--- src/rtl/serial_frame_pkg.sv ---
// Shared types and helpers for the serial frame scheduler: FSM state encoding,
// field widths and the active-low seven-segment decode.
package serial_frame_pkg;

  localparam int ID_W  = 2;
  localparam int LEN_W = 4;
  localparam int PAY_W = 16;

  localparam logic [6:0] HEX_BLANK = 7'h7F;

  typedef enum logic [2:0] {
    ST_IDLE  = 3'd0,
    ST_START = 3'd1,
    ST_PORT  = 3'd2,
    ST_LEN   = 3'd3,
    ST_DATA  = 3'd4,
    ST_STOP  = 3'd5
  } state_t;

  // Segment order is {g,f,e,d,c,b,a}, a lit segment drives 0.
  function automatic logic [6:0] seg7_decode(input logic [3:0] nib);
    logic [6:0] seg;
    case (nib)
      4'h0: seg = 7'h40;
      4'h1: seg = 7'h79;
      4'h2: seg = 7'h24;
      4'h3: seg = 7'h30;
      4'h4: seg = 7'h19;
      4'h5: seg = 7'h12;
      4'h6: seg = 7'h02;
      4'h7: seg = 7'h78;
      4'h8: seg = 7'h00;
      4'h9: seg = 7'h10;
      4'hA: seg = 7'h08;
      4'hB: seg = 7'h03;
      4'hC: seg = 7'h46;
      4'hD: seg = 7'h21;
      4'hE: seg = 7'h06;
      4'hF: seg = 7'h0E;
      default: seg = HEX_BLANK;
    endcase
    return seg;
  endfunction

endpackage

--- src/rtl/rr_arbiter.sv ---
// Combinational round-robin arbiter: first eligible requester at or after ptr,
// with the just-served port excluded through mask.
module rr_arbiter #(
  parameter int N   = 4,
  parameter int IDW = $clog2(N)
) (
  input  logic [N-1:0]   req,
  input  logic [IDW-1:0] ptr,
  input  logic [N-1:0]   mask,
  output logic [N-1:0]   gnt,
  output logic [IDW-1:0] gnt_id,
  output logic           gnt_valid
);

  logic [N-1:0]   w_elig;
  logic [IDW-1:0] w_idx;

  assign w_elig = req & ~mask;

  // Rotating priority search starting at ptr.
  always_comb begin
    gnt       = '0;
    gnt_id    = '0;
    gnt_valid = 1'b0;
    w_idx     = '0;
    for (int i = 0; i < N; i++) begin
      w_idx = IDW'((int'(ptr) + i) % N);
      if (!gnt_valid && w_elig[w_idx]) begin
        gnt_valid  = 1'b1;
        gnt_id     = w_idx;
        gnt[w_idx] = 1'b1;
      end else begin
        gnt_valid = gnt_valid;
      end
    end
  end

endmodule

--- src/rtl/serial_frame_scheduler.sv ---
// Shares one strobe-paced serial line between N requesters, sending each grant
// as a frame of start, port ID, length, LSB-first payload and stop symbols.
module serial_frame_scheduler
  import serial_frame_pkg::*;
#(
  parameter int N  = 1 << ID_W,
  parameter int LW = LEN_W,
  parameter int DW = PAY_W
) (
  input  logic          clk,
  input  logic          rst,
  input  logic          en,
  input  logic [N-1:0]  req,
  input  logic [N*LW-1:0] len_bus,
  input  logic [N*DW-1:0] data_bus,
  output logic          serOut,
  output logic          serOutValid,
  output logic          busy,
  output logic [N-1:0]  ack,
  output logic [6:0]    hex_out
);

  localparam int IDW = $clog2(N);
  localparam int HW  = IDW + LW;

  state_t         r_state;
  logic [IDW-1:0] r_ptr;
  logic [IDW-1:0] r_id;
  logic [N-1:0]   r_gnt;
  logic [LW-1:0]  r_len;
  logic [LW-1:0]  r_cnt;
  logic [HW-1:0]  r_hdr;
  logic [DW-1:0]  r_pay;
  logic           r_ser;
  logic           r_valid;
  logic           r_busy;
  logic [N-1:0]   r_ack;
  logic [6:0]     r_hex;

  logic [IDW-1:0] w_ptr_next;
  logic [IDW-1:0] w_arb_ptr;
  logic [N-1:0]   w_mask;
  logic [N-1:0]   w_gnt;
  logic [IDW-1:0] w_gnt_id;
  logic           w_gnt_valid;
  logic [LW-1:0]  w_gnt_len;
  logic [DW-1:0]  w_gnt_data;
  logic           w_start;

  rr_arbiter #(.N(N), .IDW(IDW)) u_arb (
    .req      (req),
    .ptr      (w_arb_ptr),
    .mask     (w_mask),
    .gnt      (w_gnt),
    .gnt_id   (w_gnt_id),
    .gnt_valid(w_gnt_valid)
  );

  // At STOP the arbiter already sees the advanced pointer so back-to-back grants need no idle cycle.
  always_comb begin
    w_ptr_next = r_id + IDW'(1);
    if (r_id == IDW'(N - 1)) begin
      w_ptr_next = '0;
    end else begin
      w_ptr_next = r_id + IDW'(1);
    end
    if (r_state == ST_STOP) begin
      w_arb_ptr = w_ptr_next;
      w_mask    = r_gnt;
    end else begin
      w_arb_ptr = r_ptr;
      w_mask    = '0;
    end
    if (w_gnt_valid && (r_state == ST_IDLE || r_state == ST_STOP)) begin
      w_start = 1'b1;
    end else begin
      w_start = 1'b0;
    end
    w_gnt_len  = len_bus[w_gnt_id*LW +: LW];
    w_gnt_data = data_bus[w_gnt_id*DW +: DW];
  end

  // Frame sequencer: each en step puts the next symbol on the registered line.
  always_ff @(posedge clk or posedge rst) begin
    if (rst) begin
      r_state <= ST_IDLE;
      r_ptr   <= '0;
      r_id    <= '0;
      r_gnt   <= '0;
      r_len   <= '0;
      r_cnt   <= '0;
      r_hdr   <= '0;
      r_pay   <= '0;
      r_ser   <= 1'b1;
      r_valid <= 1'b0;
      r_busy  <= 1'b0;
      r_ack   <= '0;
      r_hex   <= HEX_BLANK;
    end else begin
      r_ack <= '0;
      if (en) begin
        if (r_state == ST_STOP) begin
          r_ack <= r_gnt;
          r_ptr <= w_ptr_next;
        end
        if (w_start) begin
          r_state <= ST_START;
          r_ser   <= 1'b0;
          r_valid <= 1'b0;
          r_busy  <= 1'b1;
          r_id    <= w_gnt_id;
          r_gnt   <= w_gnt;
          r_len   <= w_gnt_len;
          r_hdr   <= {w_gnt_id, w_gnt_len};
          r_pay   <= w_gnt_data;
          r_hex   <= seg7_decode(4'(w_gnt_len));
        end else begin
          case (r_state)
            ST_IDLE: r_ser <= 1'b1;
            ST_START: begin
              r_ser   <= r_hdr[HW-1];
              r_hdr   <= r_hdr << 1;
              r_cnt   <= LW'(IDW - 1);
              r_state <= ST_PORT;
            end
            // ID and length are one contiguous MSB-first header; the counter only tracks the field boundary.
            ST_PORT: begin
              r_ser <= r_hdr[HW-1];
              r_hdr <= r_hdr << 1;
              if (r_cnt != '0) begin
                r_cnt <= r_cnt - LW'(1);
              end else begin
                r_cnt   <= LW'(LW - 1);
                r_state <= ST_LEN;
              end
            end
            ST_LEN: begin
              if (r_cnt != '0) begin
                r_ser <= r_hdr[HW-1];
                r_hdr <= r_hdr << 1;
                r_cnt <= r_cnt - LW'(1);
              end else if (r_len == '0) begin
                r_ser   <= 1'b1;
                r_state <= ST_STOP;
              end else begin
                r_ser   <= r_pay[0];
                r_pay   <= r_pay >> 1;
                r_valid <= 1'b1;
                r_cnt   <= r_len - LW'(1);
                r_state <= ST_DATA;
              end
            end
            ST_DATA: begin
              if (r_cnt != '0) begin
                r_ser <= r_pay[0];
                r_pay <= r_pay >> 1;
                r_cnt <= r_cnt - LW'(1);
              end else begin
                r_ser   <= 1'b1;
                r_valid <= 1'b0;
                r_state <= ST_STOP;
              end
            end
            ST_STOP: begin
              r_state <= ST_IDLE;
              r_ser   <= 1'b1;
              r_valid <= 1'b0;
              r_busy  <= 1'b0;
              r_hex   <= HEX_BLANK;
            end
            default: begin
              r_state <= ST_IDLE;
              r_ser   <= 1'b1;
            end
          endcase
        end
      end
    end
  end

  assign serOut      = r_ser;
  assign serOutValid = r_valid;
  assign busy        = r_busy;
  assign ack         = r_ack;
  assign hex_out     = r_hex;

endmodule

--- config.mk ---
export PLATFORM = sky130hd
export DESIGN_NAME = serial_frame_scheduler
export DESIGN_NICKNAME = d
export VERILOG_FILES = /design/src/rtl/serial_frame_pkg.sv /design/src/rtl/rr_arbiter.sv /design/src/rtl/serial_frame_scheduler.sv
export SDC_FILE = /design/constraint.sdc
export NUM_CORES = 1
export LEC_CHECK = 0
export ABC_AREA = 1
export CAP_MARGIN = 20
export CORE_MARGIN = 5
export CORE_UTILIZATION = 55
export DETAILED_ROUTE_END_ITERATION = 7
export PLACE_DENSITY = 0.93
export SYNTH_ARGS = -nofsm -noshare
export SYNTH_HDL_FRONTEND = slang
export SYNTH_SLANG_ARGS = --single-unit
--- constraint.sdc ---
create_clock -name clk -period 5.15 [get_ports clk]
set_clock_uncertainty 0.2 [all_clocks]
set_input_delay 0.515 -clock clk [delete_from_list [all_inputs] [get_ports clk]]
set_output_delay 0.515 -clock clk [all_outputs]
set_load 0.02 [all_outputs]
## After elaboration in Yosys (flattened, before gate mapping)

Memories as Yosys holds them, arrays and structs flattened.
Index checks and enable logic that the tools add are counted.

- Word-level logic and storage cells: 145
- Memory bits (read-only): 112
- Bits in registers: 55
- Memory bits (writable): 0
- Output and inout port bits: 14
- Memories kept: 1
- Bits in latches: 0

Memories:

| name | depth | bits a word | read ports | clocked after Yosys merged registers in | wr ports | line | text |
|---|---|---|---|---|---|---|---|
| (name not given) | 16 | 7 | 1 | 0 | 0 | serial_frame_pkg.sv:23 | `case (nib)` |

- Shift-type cells: 2
- $add $sub $neg: 6
- Reduce and logical (&&, ||, !) cells: 28
- $mul: 0
- Equality and inequality tests: 15
- Bitwise operators: 6
- Muxes and demuxes: 66
- Order comparisons: 8
- Div/mod/pow operators: 0

Operator list:

| kind | number |
|---|---|
| 2-to-1 mux 16 bit | 4 |
| indexed part select 64 x 7 -> 16 bit | 1 |
| 2-to-1 mux 4 bit | 10 |
| case mux 16 bit (2 select lines) | 1 |
| 2-to-1 mux 1 bit | 24 |
| != test 3 bit, second input constant | 7 |
| AND reduction 5 bit | 4 |
| case mux 4 bit (4 select lines) | 1 |
| indexed part select 16 x 5 -> 4 bit | 1 |
| case mux 3 bit (5 select lines) | 1 |
| 2-to-1 mux 7 bit | 2 |
| < comparator 2 x 3 -> 1 bit, second input constant | 4 |
| 2-to-1 mux 2 bit | 6 |
| 2-to-1 mux 3 bit | 4 |
| 2-to-1 mux 6 bit | 2 |
| bitwise OR 4 bit | 3 |
| case mux 6 bit (2 select lines) | 1 |
| nonzero test 4 bit | 3 |
| binary-select mux 1 bit (select 2 bit) | 4 |
| demux 1 bit (select 2 bit) | 4 |
| greater-or-equal comparator 2 x 1 -> 1 bit, second input constant | 4 |
| logical AND 1 bit | 8 |
| subtractor 4 x 1 -> 4 bit, second input constant | 2 |
| == test 3 x 2 -> 1 bit, second input constant | 2 |
| 19 further kinds | 28 |

## Logic depth before layout (Yosys ltp)

- Depth in word-level cells: 20
- Depth in mapped cells: 23
- Gate-level depth less buffers: 22

## Hierarchy

Synthesis repeated with hierarchy kept, for this count alone.

- Cells, all modules: 630
- Area, all modules: 4134.0 µm²

Modules (own cells, without submodules):

| module | area an instance (µm²) | seq. area each (µm²) | instances | cells an instance |
|---|---|---|---|---|
| serial_frame_scheduler | 3626.0 | 1386.3 | 1 | 539 |
| rr_arbiter | 508.0 | 0.0 | 1 | 91 |

## Worst setup path after synthesis

OpenSTA, ideal clock, no wires.

- Path type: reg-to-reg
- From: reg r_id[0]
- To: reg r_hex[3], in the netlist hex_out[3]
- Clock period less this slack: 3.203 ns
- Cell stages (with the launch flop): 20
- Setup time: 0.067 ns
- Path slack: 1.947 ns
- Data arrival time: 2.936 ns
- Required time: 4.883 ns
- Cell sequence: dfrtp_1 -> ha_1 -> inv_1 -> o21ai_2 -> ha_1 -> inv_1 -> nand3_1 -> nand2_1 -> nor2_4 -> nand3_4 -> clkinv_1 -> nor2_1 -> nor2_4 -> buf_4 -> nand3_1 -> nand2_1 -> ha_1 -> o21ai_0 -> nor2_1 -> nor2_1

- Longest elaborated chain between the ends: 19
- Elaborated cells between the ends (all ways): 36
- Those cells by class: 4 x add/sub; 1 x eq/ne; 1 x shift; 20 x mux; 9 x reduce/logical; 1 x memory

RTL lines:

| element | line | text |
|---|---|---|
| start, declared | serial_frame_scheduler.sv:28 | `logic [IDW-1:0] r_id;` |
| start signal, assigned | serial_frame_scheduler.sv:111 | `r_id <= w_gnt_id;` |
| adder 2 x 1 -> 2 bit or == test 2 bit (tied branches) | serial_frame_scheduler.sv:65, serial_frame_scheduler.sv:62 |  |
| 2-to-1 mux 2 bit * | serial_frame_scheduler.sv:62 | `if (r_id == IDW'(N - 1)) begin` |
| 2-to-1 mux 2 bit * | n/a |  |
| via u_arb.ptr[1] | rr_arbiter.sv:8 | `input logic [IDW-1:0] ptr,` |
| branches (longest 16 deep; another with adder 2 x 1 -> 2 bit) | n/a |  |
| end signal, assigned | serial_frame_scheduler.sv:116 | `r_hex <= seg7_decode(4'(w_gnt_len));` |
| end, declared | serial_frame_scheduler.sv:38 | `logic [6:0] r_hex;` |

Mark *: on every way through the listed nets, which the timed path passes. The select of a mux whose other input is x is not followed.
A chain may end at the register's enable or synchronous reset.

## Final worst setup path

- From: reg r_state[2]
- To: reg r_hex[1], in the netlist hex_out[1]

- Longest elaborated chain between the ends: 20
- Elaborated cells between the ends (all ways): 39
- Those cells by class: 3 x add/sub; 1 x eq/ne; 1 x shift; 20 x mux; 2 x bitwise; 11 x reduce/logical; 1 x memory

RTL lines:

| element | line | text |
|---|---|---|
| start, declared | serial_frame_scheduler.sv:26 | `state_t r_state;` |
| start signal, assigned | serial_frame_scheduler.sv:86 | `r_state <= ST_IDLE;` |
| start signal, assigned | serial_frame_scheduler.sv:107 | `r_state <= ST_START;` |
| start signal, assigned | serial_frame_scheduler.sv:124 | `r_state <= ST_PORT;` |
| branches (longest 20 deep; another with adder 2 x 1 -> 2 bit) | n/a |  |

Parallel ways; which one is timed is not known. The select of a mux whose other input is x is not followed.

==> results.sh <==
export IMPL_relSlewSlack_pct=55.66
export IMPL_die_area_um2=9411
export IMPL_fmax_mhz=247.4
export IMPL_core_area_um2=7331
export IMPL_critPathTopFamily="simple AND/OR/NAND/NOR gates"
export IMPL_first_global_vias=4531
export IMPL_fin_tns_setup_ns=0
export IMPL_ctsResizeCount=0
export IMPL_post_cts_buffers=0
export IMPL_vias_per_cell=5.534
export IMPL_grt_antenna_before_repair=0
export IMPL_syn_area_per_cell_um2=6.727
export IMPL_clk_pin_slew_worst_paths_ns=0.10
export IMPL_layoutNonFillerInstCount=804
export IMPL_drive_above_1_share_pct=7.092
export IMPL_postSynth_asyncResetShare_pct=100.0
export IMPL_die_w_um=97.01
export IMPL_nets=806
export IMPL_rows=31
export IMPL_top_layer="met4"
export IMPL_wl_per_cell_um=14.32
export IMPL_multi_input_area_um2=2387
export IMPL_ios=101
export IMPL_die_height_um=97.01
export IMPL_post_route_period_util_pct=78.47
export IMPL_cp_arrival_ns=4.09
export IMPL_synthesis_instances=619
export IMPL_met2_length_um=5879
export IMPL_crit_path_cell_trace="nand3_2 > nand2_1 > nand2_2 > ha_1 > inv_1 > nand3_1 > nand2_1 > a21oi_1 > nand2_1 > nand2_4 > nand2_1 > nand3_1 > nand2_2 > ha_1 > nand3_1 > nand2_1 > nand2_1 > a21oi_1"
export IMPL_grt_ovfl_total=0
export IMPL_drc=0
export IMPL_cp_num_buf_inv=1
export IMPL_fillerInstances=553
export IMPL_crit_cells=18
export IMPL_wl_met3_um=802
export IMPL_synth_top_area_share_pct=28.25
export IMPL_synth_seq_cells=55
export IMPL_cts_tree="built"
export IMPL_cts_root_buf="clkbuf_8"
export IMPL_crit_fanout=55
export IMPL_drt_iter0_markers=382
export IMPL_clkLatencyLatePin_ns=0.31
export IMPL_seq_area_frac_synth_pct=33.29
export IMPL_clockBufferDepth=2
export IMPL_synthFlopType="dfrtp_1"
export IMPL_grt_first_pass_wirelength_um=19720
export IMPL_antenna_cells=0
export IMPL_initial_utilization_pct=56.80
export IMPL_cts_num_sinks=55
export IMPL_crit_path_start_kind="flop"
export IMPL_wl_met1_um=4620
export IMPL_crit_top_cell="nand2_1"
export IMPL_setup_viol=0
export IMPL_wl_um=11520
export IMPL_slew_viol_final=0
export IMPL_setup_slack_ns=1.109
export IMPL_finalHoldViolations=0
export IMPL_port_buffers=100
export IMPL_cp_end_kind="flop"
export IMPL_synthTopCellsByCount="165 x nand2_1, 71 x nand3_1, 63 x inv_1"
export IMPL_cap_viol_max_count=0
export IMPL_crit_path_top_delay_cell="dfrtp_1"
export IMPL_htree_levels=2
export IMPL_dpl_cell_count=795
export IMPL_antenna_left=0
export IMPL_synth_area_leaders="dfrtp_1 28%, nand2_1 15%, nand3_1 8.5%, o21ai_0 6.0%, inv_1 5.7%"
export IMPL_postSynthNetCount=721
export IMPL_synth_distinct_cells=41
export IMPL_cpPeakStageDelay_ns=0.56
export IMPL_grt_max_degree=56
export IMPL_first_pass_iters=6
export IMPL_path_class="reg2reg"
export IMPL_rsz0062_at_grt="no"
export IMPL_hold_path_class="in2async"
export IMPL_period_minus_slack_ns=4.041
export IMPL_yosysWarnings=0
export IMPL_tightest_slew_ns=0.6548
export IMPL_track_usage_pct=24.52
export IMPL_register_area_um2=1386
export IMPL_synth_most_common_cell="nand2_1"
export IMPL_place_detailed_hpwl_um=8861
export IMPL_synth_edf_count=0
export IMPL_postLayoutCoreUtil_pct=72.18
export IMPL_hold_buffers=0
export IMPL_status="completed"
export IMPL_synth_area_um2=4164
export IMPL_gp_congestion=0.9362
export IMPL_synth_top_cell_by_area="dfrtp_1"
export IMPL_r2r_cells=18
export IMPL_worstPathRequired_ns=5.20
export IMPL_vias=4449
export IMPL_dp_slack_ns=1.225
export IMPL_numCtsBuffers=5
export IMPL_area_growth_pct=27.07
[final timing paths]
path,from,endpoint,slack [ns]
hold / removal,rst,r_cnt[1],0.23
hold reg to reg,r_gnt[1],r_gnt[1],0.30
setup / recovery,r_state[2],hex_out[1],1.11
max in group asynchronous,rst,serOut,3.95
min in group clk,r_gnt[1],r_gnt[1],0.30
setup reg to reg,r_state[2],hex_out[1],1.11
[final cells by class]
| class | count | area share (%) |
|---|---|---|
| multi-input cells | 471 | 45.12 |
| flip-flops and latches | 55 | 26.20 |
| repair buffers | 101 | 19.30 |
| inverters | 70 | 4.966 |
| well taps | 99 | 2.341 |
| clock buffers | 6 | 1.371 |
| clock inverters | 2 | 0.7094 |
[cells by family (layout without fill, tap and decap cells)]
group                      after synthesis  after routing  share of synthesized area, %
AOI/OAI and AO/OA                      122            122                         16.59
xor gates and xnor gates                 3              3                        0.6311
adders and majority gates               15             15                         4.507
buffers and inverters                   93            179                         9.375
DFF                                     55             55                         33.29
muxes                                    1              1                        0.2404
and+or+nand+nor                        330            330                         35.37
[layout by cell type (no fill, tap or decap), types with 4 or more instances in the layout]
master,instances
clkdlybuf4s50_1,100
dfstp_2,8
nand3_1,71
o211ai_1,6
nand2_4,4
inv_1,62
clkbuf_8,5
nand2_1,165
o21ai_1,16
ha_1,15
nor3_1,4
nor2_1,58
dfrtp_1,47
o22ai_1,8
o21ai_0,50
inv_2,7
a21oi_1,29
nand4_1,6
nand2_2,7
[worst register-to-register path: stages, from the launching register on]
cell and delay [ns]:
dfrtp_1 0.56, nand3_2 0.21, nand2_1 0.12, nand2_2 0.13
ha_1 0.40, inv_1 0.11, nand3_1 0.10, nand2_1 0.10
a21oi_1 0.14, nand2_1 0.31, nand2_4 0.54, nand2_1 0.12
nand3_1 0.11, nand2_2 0.15, ha_1 0.34, nand3_1 0.08
nand2_1 0.07, nand2_1 0.05, a21oi_1 0.15
[per-stage QoR]
| stage | area [um2] | hold slack (ns) |
|---|---|---|
| 5_1_grt | 5291 | 0.2528 |
| 3_5_place_dp | 5161 | 0.2669 |
| 4_1_cts | 5271 | 0.2912 |
| 3_3_place_gp | 5161 | 0.2596 |
| 6_report | 5291 | 0.2322 |
| 2_1_floorplan | 4164 | 0.2437 |
[flip-flops by register name, summed over array words and instances (netlist names), 2 cells and up]
name and count:
r_pay 16, hex_out 7, r_hdr 6, ack 4, r_cnt 4, r_gnt 4
r_len 4, r_state 3, r_id 2, r_ptr 2
[routing by layer]
| metal | track usage [%] | up-vias |
|---|---|---|
| li1 | - | 2197 |
| met1 | 29.22 | 2047 |
| met2 | 43.31 | 180 |
| met3 | 4.676 | 25 |
| met4 | 9.611 | 0 |
| met5 | 0 | - |
Power is left out: the tool's default activity adds up to more than one toggle a clock period on the data nets, which glitch-free logic cannot reach.
